$ cat config.mk
export PLATFORM = sky130hd
export DESIGN_NAME = encipher
export DESIGN_NICKNAME = d
export VERILOG_FILES = /design/src/rtl/encipher.sv
export SDC_FILE = /design/constraint.sdc
export NUM_CORES = 1
export LEC_CHECK = 0
export BUFFER_PORTS_ARGS = -buffer_cell sky130_fd_sc_hd__buf_2
export CORE_ASPECT_RATIO = 0.8
export CORE_MARGIN = 2
export CORE_UTILIZATION = 40
export CTS_CLUSTER_SIZE = 10
export DETAILED_ROUTE_END_ITERATION = 12
export GPL_TIMING_DRIVEN = 0
export PLACE_DENSITY_LB_ADDON = 0.2
export RECOVER_POWER = 100
export SLEW_MARGIN = 20
export SYNTH_ARGS = -nofsm -noshare
export SYNTH_HDL_FRONTEND = slang
export SYNTH_SLANG_ARGS = --single-unit
$ cat constraint.sdc
create_clock -name clk -period 2.7 [get_ports clk]
set_input_delay 0.135 -clock clk [delete_from_list [all_inputs] [get_ports clk]]
set_output_delay 0.135 -clock clk [all_outputs]
set_load 0.1 [all_outputs]
$ cat src/rtl/encipher.sv
// rtl/encipher.sv - RC5 block encryption engine with external synchronous subkey table; option macro ENCIPHER_MERGE_XOR_EN
module barrel_rotator #(
  parameter int W     = 32,
  parameter int ROT_W = $clog2(W)
) (
  input  logic [W-1:0]     i_data,
  input  logic [ROT_W-1:0] i_amt,
  input  logic             i_left,
  output logic [W-1:0]     o_data
);

  logic [ROT_W-1:0] w_amt;
  logic [W-1:0]     w_tmp;

  // A right rotation by n is a left rotation by W-n, so only left stages exist
  always_comb begin
    w_amt = i_left ? i_amt : (ROT_W'(0) - i_amt);
    w_tmp = i_data;
    for (int s = 0; s < ROT_W; s++) begin
      if (w_amt[s]) begin
        w_tmp = (w_tmp << (1 << s)) | (w_tmp >> (W - (1 << s)));
      end
    end
    o_data = w_tmp;
  end

endmodule

module encipher #(
  parameter int  W         = 32,
  parameter int  R         = 12,
  localparam int T         = 2 * (R + 1),
  localparam int T_LENGTH  = $clog2(T),
  localparam int ROT_VALUE = $clog2(W),
  localparam int CNT_W     = $clog2(R + 1)
) (
  input  logic                clk,
  input  logic                rst,
  input  logic                iStart,
  input  logic [W-1:0]        iA,
  input  logic [W-1:0]        iB,
  output logic [T_LENGTH-1:0] oS_address1,
  output logic [T_LENGTH-1:0] oS_address2,
  input  logic [W-1:0]        iS_sub_i1,
  input  logic [W-1:0]        iS_sub_i2,
  output logic [W-1:0]        oA_cipher,
  output logic [W-1:0]        oB_cipher,
  output logic                oDone
);

  typedef enum logic [3:0] {
    IDLE, INIT, WAIT_ADDR, READ_DATA, ADD_S01, CHANGE_ADDR,
    XOR_A, ROT_A, ADD_A, XOR_B, ROT_B, ADD_B, HOLD
  } state_t;

  state_t r_state;
  state_t w_next;

  logic [W-1:0]        r_a;
  logic [W-1:0]        r_b;
  logic [T_LENGTH-1:0] r_addr1;
  logic [T_LENGTH-1:0] r_addr2;
  logic [CNT_W-1:0]    r_count;
  logic                r_done;
  logic                w_last_round;
  logic                w_first_pass;
  logic [W-1:0]        w_rot_in;
  logic [ROT_VALUE-1:0] w_rot_amt;
  logic [W-1:0]        w_rot_out;

  assign w_last_round = (r_count == CNT_W'(R));
  // Address 0 is only ever presented before the initial S[0]/S[1] add
  assign w_first_pass = (r_addr1 == '0);

`ifdef ENCIPHER_MERGE_XOR_EN
  // The rotator sees the XOR directly so XOR and rotate share one state
  always_comb begin
    w_rot_in  = r_a ^ r_b;
    w_rot_amt = r_b[ROT_VALUE-1:0];
    if (r_state == ROT_B) begin
      w_rot_amt = r_a[ROT_VALUE-1:0];
    end
  end
`else
  logic [W-1:0]         r_rot_data;
  logic [ROT_VALUE-1:0] r_rot_amt;

  assign w_rot_in  = r_rot_data;
  assign w_rot_amt = r_rot_amt;
`endif

  barrel_rotator #(.W(W), .ROT_W(ROT_VALUE)) u_rot (
    .i_data (w_rot_in),
    .i_amt  (w_rot_amt),
    .i_left (1'b1),
    .o_data (w_rot_out)
  );

  // State register; reset or a dropped iStart returns to IDLE
  always_ff @(posedge clk) begin
    if (rst || !iStart) begin
      r_state <= IDLE;
    end else begin
      r_state <= w_next;
    end
  end

  // Next-state sequencing through the round
  always_comb begin
    w_next = IDLE;
    case (r_state)
      IDLE:        w_next = iStart ? INIT : IDLE;
      INIT:        w_next = WAIT_ADDR;
      WAIT_ADDR:   w_next = READ_DATA;
`ifdef ENCIPHER_MERGE_XOR_EN
      READ_DATA:   w_next = w_first_pass ? ADD_S01 : ROT_A;
      ADD_A:       w_next = ROT_B;
`else
      READ_DATA:   w_next = w_first_pass ? ADD_S01 : XOR_A;
      XOR_A:       w_next = ROT_A;
      ADD_A:       w_next = XOR_B;
      XOR_B:       w_next = ROT_B;
`endif
      ADD_S01:     w_next = CHANGE_ADDR;
      CHANGE_ADDR: w_next = WAIT_ADDR;
      ROT_A:       w_next = ADD_A;
      ROT_B:       w_next = ADD_B;
      ADD_B:       w_next = w_last_round ? HOLD : CHANGE_ADDR;
      HOLD:        w_next = HOLD;
      default:     w_next = IDLE;
    endcase
  end

  // Datapath: working words, subkey addresses, round counter and done flag
  always_ff @(posedge clk) begin
    if (rst || !iStart) begin
      r_a     <= '0;
      r_b     <= '0;
      r_addr1 <= '0;
      r_addr2 <= T_LENGTH'(1);
      r_count <= CNT_W'(1);
      r_done  <= 1'b0;
`ifndef ENCIPHER_MERGE_XOR_EN
      r_rot_data <= '0;
      r_rot_amt  <= '0;
`endif
    end else begin
      case (r_state)
        INIT: begin
          r_a <= iA;
          r_b <= iB;
        end
        ADD_S01: begin
          r_a <= r_a + iS_sub_i1;
          r_b <= r_b + iS_sub_i2;
        end
        CHANGE_ADDR: begin
          r_addr1 <= {r_count, 1'b0};
          r_addr2 <= {r_count, 1'b1};
        end
`ifndef ENCIPHER_MERGE_XOR_EN
        XOR_A: begin
          r_rot_data <= r_a ^ r_b;
          r_rot_amt  <= r_b[ROT_VALUE-1:0];
        end
        XOR_B: begin
          r_rot_data <= r_b ^ r_a;
          r_rot_amt  <= r_a[ROT_VALUE-1:0];
        end
`endif
        ROT_A: r_a <= w_rot_out;
        ADD_A: r_a <= r_a + iS_sub_i1;
        ROT_B: r_b <= w_rot_out;
        ADD_B: begin
          r_b <= r_b + iS_sub_i2;
          if (w_last_round) begin
            r_done <= 1'b1;
          end else begin
            r_count <= r_count + CNT_W'(1);
          end
        end
        default: ;
      endcase
    end
  end

  assign oS_address1 = r_addr1;
  assign oS_address2 = r_addr2;
  assign oA_cipher   = r_a;
  assign oB_cipher   = r_b;
  assign oDone       = r_done;

endmodule

# Word-level counts from Yosys, hierarchy flattened
# Index checks and enable logic that the tools add are counted.
# word_totals
inputBits,131
word_cells,56
reg_bits,114
# op_classes
addsub,3
bitwise,7
muxes,12
reduce_logical,13
n_eq_ne,13
# op_table
operator,n
one-hot mux 32 bit (3 select lines),2
2-to-1 mux 32 bit,5
adder 32 bit,2
one-hot mux 4 bit (12 select lines),1
bitwise OR 32 x 1 -> 32 bit,1
bitwise OR 32 x 16 -> 32 bit,1
bitwise OR 32 x 2 -> 32 bit,1
bitwise OR 32 x 4 -> 32 bit,1
bitwise OR 32 x 8 -> 32 bit,1
bitwise XOR 32 bit,1
"equality test 4 bit, second input constant",6
"equality test 4 x 3 -> 1 bit, second input constant",4
one-hot mux 5 bit (2 select lines),1
"equality test 4 x 2 -> 1 bit, second input constant",2
OR reduction 2 bit,4
nonzero test 3 bit,2
logical NOT 5 bit,1
"adder 4 x 1 -> 4 bit, second input constant",1
"equality test 4 x 1 -> 1 bit, second input constant",1
logical NOT 4 bit,1
2-to-1 mux 4 bit,1
AND reduction 2 bit,2
2-to-1 mux 2 bit,1
nonzero test 2 bit,1
other kinds (4),4

# Logic depth before layout (Yosys ltp)
# logic_depth
word_depth,11
ltp_mapped,12

# By module
# Synthesis repeated with hierarchy kept, for this count alone.
# unflattened
hier_cells,1329
area_unflattened_um2,10281.1
# modules_own_cells
mod,n_inst,area_per_inst_um2,cells_each,seq_area_each_um2
encipher,1,8456.9,1094,2282.2
barrel_rotator,1,1824.2,235,0.0

# Worst setup path before layout
# OpenSTA, ideal clock, no wires.
# synth_timing
kind,reg-to-reg
startpoint,"register r_b[0], in the netlist oB_cipher[0]"
endpoint,"register r_b[18], in the netlist oB_cipher[18]"
t_required_ns,2.629
setup_time_ns,0.071
setup_slack_ns,-0.700
period_less_slack_ns,3.400
stages_incl_launch_ff,12
arrival_ns,3.329
path_cell_list,dfxtp_1 -> ha_1 -> inv_1 -> fa_1 -> nor2b_1 -> o31ai_1 -> a211oi_1 -> o21a_1 -> o211a_1 -> nor3_1 -> or3b_2 -> a21oi_1
# synth_via
elab_chain_cells,2
# synth_rtl
element,line_no,text
"start, declared",60,logic [W-1:0] r_b;
"start signal, assigned",151,r_b <= iB;
"start signal, assigned",155,r_b <= r_b + iS_sub_i2;
"start signal, assigned",173,ROT_B: r_b <= w_rot_out;
adder 32 bit,"155, 175",
one-hot mux 32 bit (3 select lines),148,case (r_state)
# Every way passes these cells.
# A chain may end at the register's enable or synchronous reset.

# Final worst setup path
# layout_timing
startpoint,register r_rot_amt[1]
endpoint,"register r_b[25], in the netlist oB_cipher[25]"
# layout_via
elab_chain_cells,8
# layout_rtl
element,line_no,text
"start, declared",86,logic [ROT_VALUE-1:0] r_rot_amt;
"start signal, assigned",164,r_rot_amt <= r_b[ROT_VALUE-1:0];
"start signal, assigned",168,r_rot_amt <= r_a[ROT_VALUE-1:0];
2-to-1 mux 32 bit (*),20,if (w_amt[s]) begin
bitwise OR 32 x 4 -> 32 bit,21,w_tmp = (w_tmp << (1 << s)) | (w_tmp >> (W - (1 << s)));
2-to-1 mux 32 bit (*),20,
bitwise OR 32 x 8 -> 32 bit,21,
2-to-1 mux 32 bit (*),20,
bitwise OR 32 x 16 -> 32 bit,21,
2-to-1 mux 32 bit (*),20,
one-hot mux 32 bit (3 select lines) (*),148,
# Mark *: on every way between the ends. The rest lies on a longest branch, timed or not.

==> summary.md <==
| Metric | Value |
|---|---|
| PD cells | ~400 nW/um^2 |
| Synth cell count leaders | 120 x o21ai_0, 114 x dfxtp_1, 106 x nand2_1 |
| Initial Util | 41.1% |
| Routed WL | 47.6 mm |
| Xor-xnor portion of the synthesized cell area | 6.10% |
| Max-slew headroom | 19.9% |
| Filler cell count | 2463 |
| Synth Cell Area | 10500 sq um |
| Post-synthesis cell type count | 72 |
| Clk_lat worst skew | 440 ps |
| Antenna Nets Post-Route | 0 |
| Hold_ws | 27.7 ps |
| Largest family of logic cells by synthesized area | compound AO/OA/AOI/OAI gates |
| Static Leak | about 5.2 nW |
| Largest net degree at the start of global routing | 17 |
| Io pins | about 210 |
| Mapped Cells | approximately 1.3k |
| Clk pin slew, worst setup/hold paths | 60 ps |
| Critical path type | reg2reg |
| Worst setup margin | -74.1 ps |
| Clock sinks | 114 |
| Final Cycle Share | 103% |
| WL/cell | 25.2 microns |
| Outcome | complete, but fails checks |
| Max Clock Freq | 360 MHz |
| Mapped Nets | 1472 |
| Simple-gate portion of the synthesized area | 13.9% |
| Die width | 185 microns |
| Syn_area_per_cell | 8.22 sq um |
| Worst Tran Pin Value | between 1000 and 1500 ps |
| # rows | 52 |
| Top post-synthesis cells by area | dfxtp_1 22%, ha_1 7.6%, o21ai_0 5.7% |
| Routability congestion estimate | 0.995 |
| Setup tns final | -291 ps |
| Failing checks | setup timing |
| Maximum VDD drop | 444 uV |
| Hold/Removal Path Class | in2reg |
| Net count, final | 1722 |
| Core ar. | 25500 sq um |
| H-tree Lvls | 4 |
| DRC viols | 0 |
| Ys flop type | dfxtp_1 |
| Multiplexer share of the synthesized area | 14.6% |
| GRT Util Overall | 34.1% |
| Hold depth | 3 |
| Via count | 12.0k |
| Unrepaired setup endpoints after global routing | true |
| Warnings, synthesis | 0 |
| Vias/cell | between 6 and 7 |
| Area grow syn2layout | 32.4% |
| Top-area cell type share of the netlist area | 21.8% |
| Pre-CTS WS | -759 ps |
| GR Overflow Total | 0 |
| Sequential area share after synthesis | 21.8% |
| Die ar. | 27500 sq um |
| Dpl cell area | 12100 sq um |
| CTS tree | done |
| Skew final | about 13 ps |
| Dominant cell type by area after synthesis | dfxtp_1 |
| Final-report setup violation count | 8 |
| Initial antenna violation count | 0 |
| Synth async-reset ratio | 0% |
| Port bufs | 203 |
| Most common cell in the synthesized netlist | o21ai_0 |
| Flops & latches, synth | roughly 110 |
| Share of cells above drive strength 1 | 30.0% |
| Min Tclk post-route | around 2800 ps |
| CTS buffer count | 17 |
| First-pass GRT wire length | 69.4 mm |
| Detail Placement HPWL | ~38 mm |
| Diode count | 0 |
| Die Y | 149 microns |
| Critical path capture point type | flop |
| Final Instance Area | 13900 sq um |
| Critical Path RT | 3020 ps |
| Reg2Reg Setup Slack | -70 ps |
| Final Util | 54.4% |
| Reg2reg path depth | 9 |
| Adder-cell share of the synthesized area | 8.02% |
| Post-synth EDFFs | 0 |
| Max_cap viols | 0 |
| Startpoint Class | flop |
| Vias in the first global route | approximately 11k |
| Clk root buf | clkbuf_16 |
| Detailed Routing Iterations Pass 1 | 8 |
| CTS max path bufs | 2 |
| CP arrival | 3100 ps |
| Critical Path Fanout Max | 6 |
| Compound-Gate Fraction of Synth Area | 30.6% |
| Initial DRC Count | 1566 |
| Max Slew Vio Count | 0 |
| Final Hold Viols | 0 |
-- registers in the layout, summed over array words and instances, names as in the netlist --
| register | cells |
|---|---|
| oA_cipher | 32 |
| oB_cipher | 32 |
| r_rot_data | 32 |
| r_rot_amt | 5 |
| oS_address1 | 4 |
| r_count | 4 |
| r_state | 4 |
| oDone | 1 |
-- metrics by stage --
step           std cells  total power, mW
3_3_place_gp        1829             2.92
3_5_place_dp        1829             2.92
4_1_cts             1876             5.34
2_1_floorplan       1275             2.56
5_1_grt             1889             5.57
6_report            1889             5.42
-- worst paths after layout --
check	start	to
setup / recovery	r_rot_amt[1]	oB_cipher[25]
hold / removal	iA[17]	oA_cipher[17]
setup reg to reg	r_rot_amt[1]	oB_cipher[25]
hold reg to reg	oDone	oDone
-- cell families after synthesis --
kind of cell | after synthesis
flops | 114
mux | 104
simple gates | 315
buf+inv | 119
other cells | 2
fa+ha+maj | 66
compound gates | 482
xor+xnor | 73
-- worst max-delay path, cell delays in order, from the launching register on --
cell,delay (ps)
dfxtp_2,320
buf_6,130
buf_12,140
mux4_1,670
mux2_2,370
o21ai_2,180
mux2i_2,140
a221o_1,380
o221ai_1,170
o21ba_2,180
-- area by class of cell --
class / count / area [sq um] / area share (%)
Sequential cell: 114 / 2400 / 17.3
Timing Repair Buffer: 236 / 1220 / 8.80
Inverter: 25 / 93.8 / 0.676
Buffer: 89 / 462 / 3.33
Clock inverter: 14 / 168 / 1.21
Clock buffer: 18 / 450 / 3.25
Multi-Input combinational cell: 1042 / 8640 / 62.3
Tap cell: 351 / 439 / 3.16
-- timing repair --
item | in CTS | in global routing
setup endpoints to repair | 90 | 95
endpoints found under the hold margin | 1 | 0
setup buffers | 17 | 14
gates cloned | 1 | 1
resized for setup | 128 | 134
hold buffers | 1 | 0
pin swaps | 24 | 45
-- layer usage --
layer	wire length, microns	share of wire [%]	vias up	GRT usage [%]
li1	-	-	5409	-
met1	20800	44	5756	51.2
met2	19800	42	784	48.6
met3	5730	12	86	7.59
met4	1300	2.7	0	9.25
met5	0	0	-	0
-- where the power goes --
part | total [mW] | leakage [nW] | internal, mW | switching [mW]
sequential | 1.78 | 0.953 | 1.70 | 0.0753
clock | 2.42 | 0.303 | 1.45 | 0.976
combinational | 1.22 | 3.96 | 0.402 | 0.815
total | 5.42 | 5.22 | 3.55 | 1.87
-- cell usage in the layout, fill, tap and decap left out, types with 14 or more instances in the layout --
cell,n
buf_2,133
clkbuf_1,121
nand2_1,105
o21ai_0,100
a21oi_1,92
nor2_1,84
dfxtp_1,64
xnor2_1,60
ha_1,49
a211oi_1,43
buf_4,37
mux4_2,29
nand3_1,28
a221oi_1,28
a21o_1,28
dfxtp_2,26
dfxtp_4,24
inv_1,23
o21a_1,21
clkbuf_2,20
clkbuf_16,19
mux2i_1,18
mux2i_4,18
nor3_1,15
o211ai_1,15
o21ai_1,15
mux2i_2,15
a221oi_2,14
or3_1,14
No activity file was read; power rests on OpenSTA's default activity.
